$ cat src/rtl/noc_endpoint.sv
// noc_endpoint: spike-packet NoC endpoint with a TX queue toward the link and an RX FSM toward the core
// Ports:
//   clk, reset                        clock and synchronous active-high reset
//   tx_valid/tx_ready/tx_n_addr/tx_data     core -> endpoint packet offer
//   link_full/link_write_en/link_n_addr_out/link_data_out  endpoint -> link FIFO push
//   link_empty/link_read_en/link_n_addr_in/link_data_in    link FIFO -> endpoint pop (data one cycle later)
//   rx_valid/rx_ready/rx_n_addr/rx_data     endpoint -> core packet delivery
//   tx_count, rx_count                packets pushed to link / delivered to core, modulo 2^16
module noc_endpoint #(
    parameter int TX_DEPTH = 4,
    parameter int DATA_W   = 32,
    parameter int ADDR_W   = 2
) (
    input  logic              clk,
    input  logic              reset,
    input  logic              tx_valid,
    output logic              tx_ready,
    input  logic [ADDR_W-1:0] tx_n_addr,
    input  logic [DATA_W-1:0] tx_data,
    input  logic              link_full,
    output logic              link_write_en,
    output logic [ADDR_W-1:0] link_n_addr_out,
    output logic [DATA_W-1:0] link_data_out,
    input  logic              link_empty,
    output logic              link_read_en,
    input  logic [ADDR_W-1:0] link_n_addr_in,
    input  logic [DATA_W-1:0] link_data_in,
    output logic              rx_valid,
    input  logic              rx_ready,
    output logic [ADDR_W-1:0] rx_n_addr,
    output logic [DATA_W-1:0] rx_data,
    output logic [15:0]       tx_count,
    output logic [15:0]       rx_count
);
    localparam int PW = (TX_DEPTH > 1) ? $clog2(TX_DEPTH) : 1;
    localparam int EW = ADDR_W + DATA_W;
    localparam logic [PW:0] FULL = (PW+1)'(TX_DEPTH);

    typedef enum logic [1:0] {RX_IDLE, RX_WAIT, RX_HOLD} rx_state_e;

    logic [EW-1:0]     mem_q [TX_DEPTH];
    logic [PW-1:0]     wr_q, rd_q;
    logic [PW:0]       cnt_q, cnt_d;
    logic [15:0]       tx_count_q, rx_count_q;
    rx_state_e         state_q, state_d;
    logic [ADDR_W-1:0] rx_addr_q, rx_addr_d;
    logic [DATA_W-1:0] rx_data_q, rx_data_d;
    logic              read_en, hold, push, pop, rx_done;

    assign tx_ready      = (cnt_q != FULL) && !reset;
    assign link_write_en = (cnt_q != '0) && !link_full && !reset;
    assign push          = tx_valid && tx_ready;
    assign pop           = link_write_en;
    assign cnt_d         = cnt_q + (PW+1)'(push) - (PW+1)'(pop);
    assign {link_n_addr_out, link_data_out} = (cnt_q != '0) ? mem_q[rd_q] : '0;

    // Power-of-two depth lets the pointers wrap naturally at TX_DEPTH-1 -> 0.
    always_ff @(posedge clk) begin
        if (reset) begin
            wr_q       <= '0;
            rd_q       <= '0;
            cnt_q      <= '0;
            tx_count_q <= '0;
        end else begin
            wr_q       <= wr_q + PW'(push);
            rd_q       <= rd_q + PW'(pop);
            cnt_q      <= cnt_d;
            tx_count_q <= tx_count_q + 16'(pop);
        end
    end

    always_ff @(posedge clk) begin
        if (push) mem_q[wr_q] <= {tx_n_addr, tx_data};
    end

    always_comb begin
        state_d   = state_q;
        rx_addr_d = rx_addr_q;
        rx_data_d = rx_data_q;
        read_en   = 1'b0;
        hold      = 1'b0;
        case (state_q)
            RX_IDLE: begin
                read_en = !link_empty;
                state_d = link_empty ? RX_IDLE : RX_WAIT;
            end
            RX_WAIT: begin
                rx_addr_d = link_n_addr_in;
                rx_data_d = link_data_in;
                state_d   = RX_HOLD;
            end
            RX_HOLD: begin
                hold    = 1'b1;
                state_d = rx_ready ? RX_IDLE : RX_HOLD;
            end
            default: state_d = RX_IDLE;
        endcase
    end

    assign rx_done      = hold && rx_ready;
    assign link_read_en = read_en && !reset;
    assign rx_valid     = hold && !reset;

    always_ff @(posedge clk) begin
        if (reset) begin
            state_q    <= RX_IDLE;
            rx_addr_q  <= '0;
            rx_data_q  <= '0;
            rx_count_q <= '0;
        end else begin
            state_q    <= state_d;
            rx_addr_q  <= rx_addr_d;
            rx_data_q  <= rx_data_d;
            rx_count_q <= rx_count_q + 16'(rx_done);
        end
    end

    assign rx_n_addr = rx_addr_q;
    assign rx_data   = rx_data_q;
    assign tx_count  = tx_count_q;
    assign rx_count  = rx_count_q;
endmodule

$ cat config.mk
export PLATFORM = sky130hd
export DESIGN_NAME = noc_endpoint
export DESIGN_NICKNAME = d
export VERILOG_FILES = /design/src/rtl/noc_endpoint.sv
export SDC_FILE = /design/constraint.sdc
export NUM_CORES = 1
export LEC_CHECK = 0
export CAP_MARGIN = 10
export CORE_UTILIZATION = 54
export DETAILED_ROUTE_END_ITERATION = 10
export GPL_TIMING_DRIVEN = 0
export PLACE_DENSITY = 0.84
export SLEW_MARGIN = 5
export SYNTH_ARGS = -nofsm -noshare
export SYNTH_HDL_FRONTEND = slang
export SYNTH_SLANG_ARGS = --single-unit
$ cat constraint.sdc
create_clock -name clk -period 7.9 [get_ports clk]
set_input_delay 0.79 -clock clk [delete_from_list [all_inputs] [get_ports clk]]
set_output_delay 0.79 -clock clk [all_outputs]
set_load 0.005 [all_outputs]
Word-level counts from Yosys, hierarchy flattened
Memory sizes are Yosys's and may differ from the RTL's. A register that Yosys moved wholly into a read port is not among the register bits.
Cells that the tools add are included.
{"block": "word_totals", "ram_bits": 136, "wordCells": 39, "memories": 1, "in_bits": 74, "register_bits": 75}
{"memory": "mem_q", "depth": 4, "width": 34, "rd": 1, "rd_ports_with_merged_regs": 1, "write_ports": 1, "line": "41", "text": "logic [EW-1:0] mem_q [TX_DEPTH];"}
{"block": "op_classes", "n_eq_ne": 3, "n_reduce_logical": 12, "addsub": 6, "muxes": 9}
{"cell": "$mux 34", "count": 1}
{"cell": "$add 16x1->16", "count": 2}
{"cell": "$logic_and 1x1->1", "count": 7}
{"cell": "$pmux 2 s3", "count": 1}
{"cell": "$mux 1", "count": 5}
{"cell": "$add 2x1->2", "count": 2}
{"cell": "$mux 2", "count": 2}
{"cell": "$add 3x1->3", "count": 1}
{"cell": "$logic_not 1->1", "count": 3}
{"cell": "$ne 3x3->1 const B", "count": 1}
{"cell": "$reduce_bool 3->1", "count": 1}
{"cell": "$sub 3x1->3", "count": 1}
{"cell": "$eq 2x1->1 const B", "count": 1}
{"cell": "$eq 2x2->1 const B", "count": 1}
{"cell": "$logic_not 2->1", "count": 1}

Depth between registers and ports, before layout
Gate-level depths: netlist (run 1).
{"block": "depth", "word_depth": 5, "depth_mapped": 10, "mapped_depth_nobuf": 10}

Worst setup path after synthesis (run 1)
No wires, ideal clock.
{"block": "synth_timing", "kind": "in2reg", "start": "input port reset", "end": "memory mem_q[1][0] (netlist name), enable pin", "required_time_ns": 7.425, "setup_slack_ns": 3.712, "stages": 3, "t_arrival_ns": 3.713, "path_buffers": 0, "cell_sequence": "a21oi_1 -> nand2_1 -> nor3b_1"}
{"block": "synth_via", "elab_chain_len": 5}
{"item": "from (decl)", "line": "15", "text": "input logic reset,"}
{"item": "$logic_not 1->1", "line": "50", "text": "assign tx_ready = (cnt_q != FULL) && !reset;"}
{"item": "$logic_and 1x1->1", "line": "50"}
{"item": "$logic_and 1x1->1", "line": "52", "text": "assign push = tx_valid && tx_ready;"}
{"item": "$mux 1", "line": "73", "text": "if (push) mem_q[wr_q] <= {tx_n_addr, tx_data};"}
{"item": "$mux 1 (not written as such)", "line": "73"}
{"item": "to (decl)", "line": "41"}
No other way between the ends.

Worst setup path in the final report (run 1)
{"block": "layout_timing", "start": "input port reset", "end": "output port link_read_en"}
{"block": "layout_via", "elab_chain_len": 2}
{"item": "$logic_not 1->1", "line": "101", "text": "assign link_read_en = read_en && !reset;"}
{"item": "$logic_and 1x1->1", "line": "101"}
{"item": "to (decl)", "line": "25", "text": "output logic link_read_en,"}
No other way between the ends.

==> results of run 1 <==
-- cell families (layout without fill, tap and decap cells) --
kind of cell | count (synthesis) | in the layout | synth area share (%)
xor+xnor | 24 | 24 | 2.586
compound gates | 50 | 50 | 3.187
fa+ha+maj | 7 | 7 | 1.170
simple gates | 205 | 205 | 12.72
mux | 37 | 37 | 9.837
flops | 211 | 211 | 68.72
buf+inv | 37 | 266 | 1.786
-- per-layer routing --
| layer | GRT usage [%] | routed length [um] | up-vias | part of all wire, % |
|---|---|---|---|---|
| met1 | 28.96 | 7143 | 2590 | 40 |
| met2 | 40.36 | 9041 | 233 | 50 |
| li1 | - | - | 2509 | - |
| met4 | 7.016 | 403 | 0 | 2.2 |
| met5 | 0 | 0 | - | 0 |
| met3 | 5.369 | 1412 | 34 | 7.8 |
-- synthesized netlist by cell type, drive strengths merged, types with 7 or more instances --
library cell	n	share of area, %
nor4	7	0.54
xor2	7	0.75
edfxtp	136	50
clkbuf	17	0.79
a21oi	43	2.6
nor2b	44	3.4
nand3	7	0.49
inv	7	0.32
nand2	77	3.8
mux4	34	9.4
xnor2	17	1.8
nor2	33	1.5
buf	13	0.68
nand4	10	0.77
nor3	7	0.43
dfxtp	75	18
-- flip-flops by register name, summed over array words and instances (netlist names) --
register   cells
rx_count      16
rx_n_addr      2
tx_count      16
wr_q           2
rx_data       32
state_q        2
cnt_q          3
mem_q        136
rd_q           2
-- path summary, 6_finish.rpt --
check                                              start                       end  slack, ps  depth (start not counted)
worst min-delay path            rx_data[20]$_SDFFE_PP0N_  rx_data[20]$_SDFFE_PP0N_        460                          2
worst max register to register       cnt_q[1]$_SDFF_PP0_     mem_q[2][7]$_DFFE_PP_       5370                          6
worst min register to register  rx_data[20]$_SDFFE_PP0N_  rx_data[20]$_SDFFE_PP0N_        460                          2
worst max-delay path                               reset              link_read_en       4260                          5
-- final cells by class --
class                      count  area, um2
sequential                   211       5585
fill                         897       3590
multi-input combinational    323       2414
timing repair buffer         189       1919
clock buffer                  31      639.4
tap                          184      230.2
buffer                        30      118.9
clock inverter                 9      66.31
inverter                       7      26.28
-- through the flow --
stage | instances | utilization (%) | worst slack, ps | hold slack [ps]
finish | 984 | 75.39 | 4264 | 455.8
global route | 984 | 75.39 | 4100 | 470.9
CTS | 984 | 75.39 | 4220 | 456.3
detailed placement | 944 | 70.56 | 4213 | 448.2
global placement | 932 | 69.43 | 1255 | 442.7
floorplan | 571 | - | 3712 | 452.7
-- power breakdown --
| part | switching, mW | leakage (nW) | total [mW] | internal [mW] |
|---|---|---|---|---|
| Clock | 0.396 | 0.351 | 0.992 | 0.596 |
| Sequential | 0.0198 | 1.84 | 1.24 | 1.22 |
| Combinational | 0.238 | 1.42 | 0.542 | 0.304 |
-- cells in the final DEF (no fill, tap or decap), types with 4 or more instances in the layout --
cell type / instances
nor2_1: 33
clkdlybuf4s50_1: 177
clkbuf_16: 24
buf_1: 8
ha_1: 6
buf_2: 5
xor2_1: 7
inv_1: 7
clkinv_2: 4
nor4_1: 7
xnor2_1: 17
or3_1: 4
nor3_1: 6
edfxtp_1: 136
mux4_2: 34
nor2b_1: 44
nand3_1: 6
nand4_1: 10
nand2_1: 76
buf_6: 6
clkbuf_1: 21
dfxtp_1: 75
a21oi_1: 43
o21ai_0: 4
-- worst register-to-register path: stages, from the launching register on --
cell and delay, ps:
dfxtp_1 420, nor2_1 80, a21oi_1 180, nand2_1 220, nor3b_2 840, buf_6 260
buf_4 230
==> metrics, run 1 <==
minimum clock period=between 3000 and 4000 ps; routed via count=around 5,400; Worst Setup End Kind=primary output; Clk Latency, worst-skew pair=just under 500 ps; vias in the first global route=5,523; outcome=completed; Async SR Flop Fraction=0%; global-route usage over all layers=a little under a quarter; initial antenna violation count=0; critical-path cell list=clkdlybuf4s50_1 -> clkbuf_1 -> buf_1 -> nor4_1 -> clkdlybuf4s50_1; Top delay family on crit path=buffers and inverters; Post-synth EDFFs=136; crit start category=primary input; Via density=5.453; ys flop type=edfxtp_1; Peak VDD IR=about 210 uV; CP max stage delay=roughly 610 ps; drt initial violations=between 300 and 400; clock root cell=clkbuf_16; first-pass GRT wire length=between 20,000 and 30,000 um; grt total ovfl=0; cell area after synthesis=around 8100 um2; final hold viol count=0; Antenna Nets Post-Route=0; worst path bufs/invs=4; Die Width=between 100 and 150 um; unrepaired setup endpoints after global routing=false; Worst Path Class, Setup=in -> out; Post-CTS Setup Inserts=0; drc violations=0; Post-Syn Nets=around 650; die area=between 15,000 and 20,000 um2; drt total wl=18,000 um; Synth cell types=37; period utilization=between 40% and 50%; CTS tree=built; WP data arrival=2850 ps; P per Cell Area=between 200 and 300 nW/um2; Worst Hold Class=reg -> reg; starting density of the core=around 56%; drt first pass iters=4; Slew @ Worst Pin=976.7 ps; row cnt=44; fmax=0.2750 GHz; Post-DP Area=about 10,000 um2; Synth warnings=0; Req. time, crit path=7110 ps; Ports=178; slew margin rel.=around 35%; drt wl/cell=roughly 18 um; largest net degree at the start of global routing=19; Setup Skew=approximately 16 ps; H-tree Lvls=1; TritonCTS Buffers=22; I/O Buffers=~180; Final nets=roughly 870; sequential share of the synthesized area=68.72%; setup_tns=0 ps; GP Congestion=~0.85; Slew Limit Fails=0; layout cells sized above 1=between 10% and 20%; cell area after layout=roughly 11,000 um2; synthesis-stage register bit count=~210; Syn-to-layout area delta=35.33%; die height=between 100 and 150 um; Tot Pwr=between 2 and 3 mW; max-cap violations=0; core area=roughly 15,000 um2; hold_buf cts=0; Post-Syn Area per Cell=14.23 um2; crit-path max FO=10; clk sinks=211; DP HPWL=around 13,000 um; Setup Viol. Count Final=0; # resized after CTS=0; Synth Instances=~570; Reg clk slew, reported paths=around 60 ps; CP dominant cell by count=clkdlybuf4s50_1; number of diodes=0; Longest Clk Path Bufs=3; Max stage delay cell, worst path=clkdlybuf4s50_1; Static Leak=about 3.6 nW
(Power assumes the default switching activity.)
==> inputs of run 2 (changes only) <==
- CORE_UTILIZATION: 54 -> 50
- PLACE_DENSITY: 0.84 -> 0.79
- clock period: 7.9 -> 3.45 ns (I/O delays scaled with it)
==> run 2 against run 1 <==
Against the previous run: design area grew 0.97%; core utilization decreased by 5.5 points; critical path depth stayed put; first-iteration DRC count down 16%; clock skew shrank 9.3 ps; total power rose by 130%; global-route usage fell by 0.84 points.
==> metrics, run 2 (synthesized netlist as in run 1, its figures left out) <==
switching part of the total=approximately a quarter; global-route usage over all layers=~22%; CP max stage delay=490 ps; Slew @ Worst Pin=816.9 ps; Worst Path Class, Setup=reg -> out; Pint=approximately 4.9 mW; Clk Latency, worst-skew pair=between 400 and 500 ps; dpl cells=roughly 1,000; CP dominant cell by count=clkbuf_1; hold path cells=3; core area=about 16,000 um2; CTS tree=built; I/O Buffers=about 180; # resized after CTS=0; setup ws final=190.4 ps; layout cells sized above 1=between 10% and 20%; Post-Place Worst Slack=between 500 and 600 ps; Tot Pwr=approximately 6.5 mW; first-pass GRT wire length=28,430 um; R2R depth=9; drt wl/cell=18.21 um; Setup Skew=6.972 ps; Non-Filler Instances=between 1,000 and 1,500; hold_buf cts=0; drt total wl=18,450 um; slew margin rel.=between 40% and 50%; grt total ovfl=0; number of diodes=0; die area=~17,000 um2; commonest non-fill, non-tap cell in the layout=clkdlybuf4s50_1; clock root cell=clkbuf_16; H-tree Lvls=1; P per Cell Area=roughly 600 nW/um2; Peak VDD IR=between 400 and 500 uV; Req. time, crit path=between 3000 and 4000 ps; critical-path cell list=nor3_1 -> clkbuf_1 -> clkbuf_1 -> nor2b_1 -> clkdlybuf4s50_1; Sequential Power Share=between 40% and 50%; initial antenna violation count=0; CP Launch Point=cnt_q[1]$_SDFF_PP0_; hold wc startpoint=link_data_in[19]; Fillers=1,067; unrepaired setup endpoints after global routing=false; drt first pass iters=5; routed via count=5,437; clk sinks=211; vias in the first global route=approximately 5,500; Worst Setup End Kind=primary output; die height=roughly 130 um; Die Width=around 130 um; worst path bufs/invs=3; Post-CTS Setup Inserts=0; GP Congestion=between 0.8 and 0.9; Ports=178; hold slack=slightly above 400 ps; Setup Viol. Count Final=0; Post-DP Area=10,370 um2; Final nets=roughly 860; Max stage delay cell, worst path=clkbuf_1; Clock Power Share=about 36%; fmax=approximately 0.31 GHz; DP HPWL=around 13,000 um; Top delay family on crit path=buffers and inverters; outcome=completed; drt initial violations=approximately 260; row cnt=46; crit start category=flop; Longest Clk Path Bufs=3; CP Depth=5; max-cap violations=0; WP data arrival=slightly below 3000 ps; setup_tns=0 ps; period utilization=94.48%; Syn-to-layout area delta=36.64%; power share of the combinational group=approximately a fifth; minimum clock period=3260 ps; Worst Hold Class=in -> reg; TritonCTS Buffers=22; Via density=about 5.4; drc violations=0; largest net degree at the start of global routing=25; R2R Path Start=cnt_q[1]$_SDFF_PP0_; crit-path max FO=10; Static Leak=roughly 3.6 nW; Util after Layout=a little over two thirds; Slew Limit Fails=0; Switch Pwr=1.553 mW; starting density of the core=between 50% and 60%; commonest non-fill, non-tap cells in the layout=177 x clkdlybuf4s50_1, 136 x edfxtp_1, 76 x nand2_1; Antenna Nets Post-Route=0; Top reg by flops=mem_q; max FFs per register=about 140; final hold viol count=0; Reg clk slew, reported paths=60 ps; cell area after layout=~11,000 um2
## run 2: cell count changes in the layout (fill, tap and decap cells not counted), sizes merged
cell      change
buf           -3
clkbuf        -2
bufinv        +1
clkinvlp      +1
## run 2: worst reg2reg max path: stages (launching register included)
cell and delay, ps:
dfxtp_1 440, nor3_1 150, nor3_1 600, xnor2_1 220, ha_1 180, inv_1 50
fa_1 380, xor2_1 200, xnor2_1 150, nor2_1 60
## run 2: final cells by class
cell class / count / area, um2 / area share [%]
clock buffer: 29 / 628.1 / 5.656
multi-input combinational: 323 / 2432 / 21.90
inverter: 7 / 26.28 / 0.2366
buffer: 30 / 118.9 / 1.070
tap: 216 / 270.3 / 2.434
sequential: 211 / 5585 / 50.29
timing repair buffer: 186 / 1937 / 17.44
clock inverter: 11 / 107.6 / 0.9689
## run 2: worst paths after layout
| check | to | slack, ps |
|---|---|---|
| max reg2reg | cnt_q[2]$_SDFF_PP0_ | 910 |
| min | rx_data[19]$_SDFFE_PP0N_ | 410 |
| max | link_data_out[18] | 190 |
| min reg2reg | rx_data[28]$_SDFFE_PP0N_ | 460 |
## run 2: power by group through the flow
stage	combinational (mW)	sequential [mW]	clock (mW)
after detailed placement	1.28	2.90	0
after global placement	1.23	2.89	0
after floorplan	0.554	2.89	0
after CTS	1.30	2.85	2.40
after global routing	1.37	2.85	2.50
final	1.27	2.85	2.36
## run 2: layer usage
layer  vias to the layer above  track usage, %  wire length (um)
li1                       2513               -                 -
met1                      2681           27.91              7271
met2                       203           38.90              9321
met3                        40           4.831              1301
met4                         0           7.866               551
met5                         -               0                 0
==> inputs of run 3 (changes only) <==
- CELL_PAD_IN_SITES_DETAIL_PLACEMENT: unset -> 0
- CELL_PAD_IN_SITES_GLOBAL_PLACEMENT: unset -> 1
- CORE_UTILIZATION: 50 -> 41
- PLACE_DENSITY: 0.79 -> unset
- PLACE_DENSITY_LB_ADDON: unset -> 0.1
==> run 3 against run 2 <==
Against the previous run: via count decreased by 4.3%; hold slack got worse by 21 ps; clock skew increased by 11 ps; design area fell by 0.23%; total power decreased by 3.4%.
==> metrics, run 3 (synthesized netlist as in run 1, its figures left out) <==
dpl cells=slightly above 1,000; Via density=~5; starting density of the core=approximately two fifths; critical-path cell list=clkbuf_1 -> clkbuf_1 -> mux4_2 -> nor2b_1 -> clkdlybuf4s50_1; fmax=0.3068 GHz; Util after Layout=56.93%; clk sinks=roughly 210; row cnt=between 50 and 60; unrepaired setup endpoints after global routing=false; GP Congestion=about 0.77; Slew Limit Fails=0; routed via count=5,201; Worst Setup End Kind=primary output; drt total wl=approximately 18,000 um; first-pass GRT wire length=27,890 um; Setup Skew=around 18 ps; P per Cell Area=between 500 and 600 nW/um2; hold wc startpoint=link_data_in[30]; final hold viol count=0; flop2flop setup slack=about 1000 ps; setup_tns=0 ps; drc violations=0; Post-DP Area=~10,000 um2; setup ws final=191.0 ps; commonest non-fill, non-tap cell in the layout=clkdlybuf4s50_1; commonest non-fill, non-tap cells in the layout=177 x clkdlybuf4s50_1, 136 x edfxtp_1, 76 x nand2_1; DP HPWL=12,440 um; slew margin rel.=between 40% and 50%; Slew @ Worst Pin=around 860 ps; met2 Usage GRT=between 20 and 30%; Top delay family on crit path=buffers and inverters; hold_buf cts=0; die area=20,390 um2; max-cap violations=0; Longest Clk Path Bufs=3; Worst Path Class, Setup=reg -> out; CP max stage delay=~590 ps; clock root cell=clkbuf_16; Ports=between 150 and 200; met3 usage=under 10%; hold slack=386.4 ps; Clk Latency, worst-skew pair=between 500 and 600 ps; Antenna Nets Post-Route=0; GR peak layer=met2; Post-CTS Setup Inserts=0; core area=around 20,000 um2; drt wl/cell=about 17 um; Setup Viol. Count Final=0; cell area after layout=between 10,000 and 15,000 um2; TritonCTS Buffers=23; R2R Path Start=cnt_q[1]$_SDFF_PP0_; Syn-to-layout area delta=36.33%; Peak VDD IR=~380 uV; WP data arrival=between 2000 and 3000 ps; outcome=completed; largest net degree at the start of global routing=21; Non-Filler Instances=roughly 1,100; Final nets=roughly 860; # resized after CTS=0; Post-Place Worst Slack=~690 ps; CP Launch Point=rd_q[1]$_SDFF_PP0_; global-route usage over all layers=between 10% and 20%; crit-path max FO=10; crit start category=flop; CTS tree=built; worst path bufs/invs=3; drt initial violations=around 220; I/O Buffers=around 180; CP dominant cell by count=clkbuf_1; H-tree Lvls=1; Die Width=142.8 um; Reg clk slew, reported paths=roughly 60 ps; period utilization=94.46%; max FFs per register=about 140; initial antenna violation count=1; Top reg by flops=mem_q; Worst Hold Class=in -> reg; Fillers=around 1,600; drt first pass iters=4; Static Leak=about 3.6 nW; grt met1 use=a little under a quarter; die height=142.8 um; layout cells sized above 1=11.10%; Req. time, crit path=just over 3000 ps; vias in the first global route=5,197; Tot Pwr=approximately 6.3 mW; Max stage delay cell, worst path=clkbuf_1; grt total ovfl=0; minimum clock period=between 3000 and 4000 ps
run 3: changes by cell type in the layout (fill, tap and decap cells not counted), sizes merged:
cell and delta:
buf -2, bufinv -2, clkbuf -1, clkinv +2, clkinvlp -2, diode +1
inv +1
run 3: area by class of cell:
class	instances	area, um2	share of cell area (%)
Sequential cell	211	5585	50.41
Multi-Input combinational cell	323	2432	21.95
Timing Repair Buffer	184	1919	17.32
Clock buffer	28	604.3	5.454
Tap cell	265	331.6	2.992
Buffer	30	118.9	1.073
Clock inverter	10	60.06	0.5420
Inverter	7	26.28	0.2371
Antenna cell	1	2.502	0.02258
run 3: per-layer routing:
metal	up-vias	wire, um
met5	-	0
met4	0	517
met3	35	943
met2	131	8513
met1	2532	7814
li1	2503	-
run 3: final timing paths:
check                                                 to  cells past startpoint
worst max register to register       cnt_q[2]$_SDFF_PP0_                      9
worst min-delay path            rx_data[30]$_SDFFE_PP0N_                      3
worst max-delay path                   link_data_out[26]                      5
worst min register to register   rx_data[2]$_SDFFE_PP0N_                      2
run 3: power breakdown:
group / total [mW] / switching [mW] / internal [mW] / leakage, nW
logic: 1.25 / 0.547 / 0.698 / 1.41
clock network: 2.17 / 0.933 / 1.24 / 0.331
registers: 2.84 / 0.0466 / 2.80 / 1.84
run 3: tightest hold or removal path: cells and delay by family:
kind,cells,cell delay [ps]
buffers and inverters,1,390
AO/OA/AOI/OAI,1,50
AND/OR/NAND/NOR,1,50
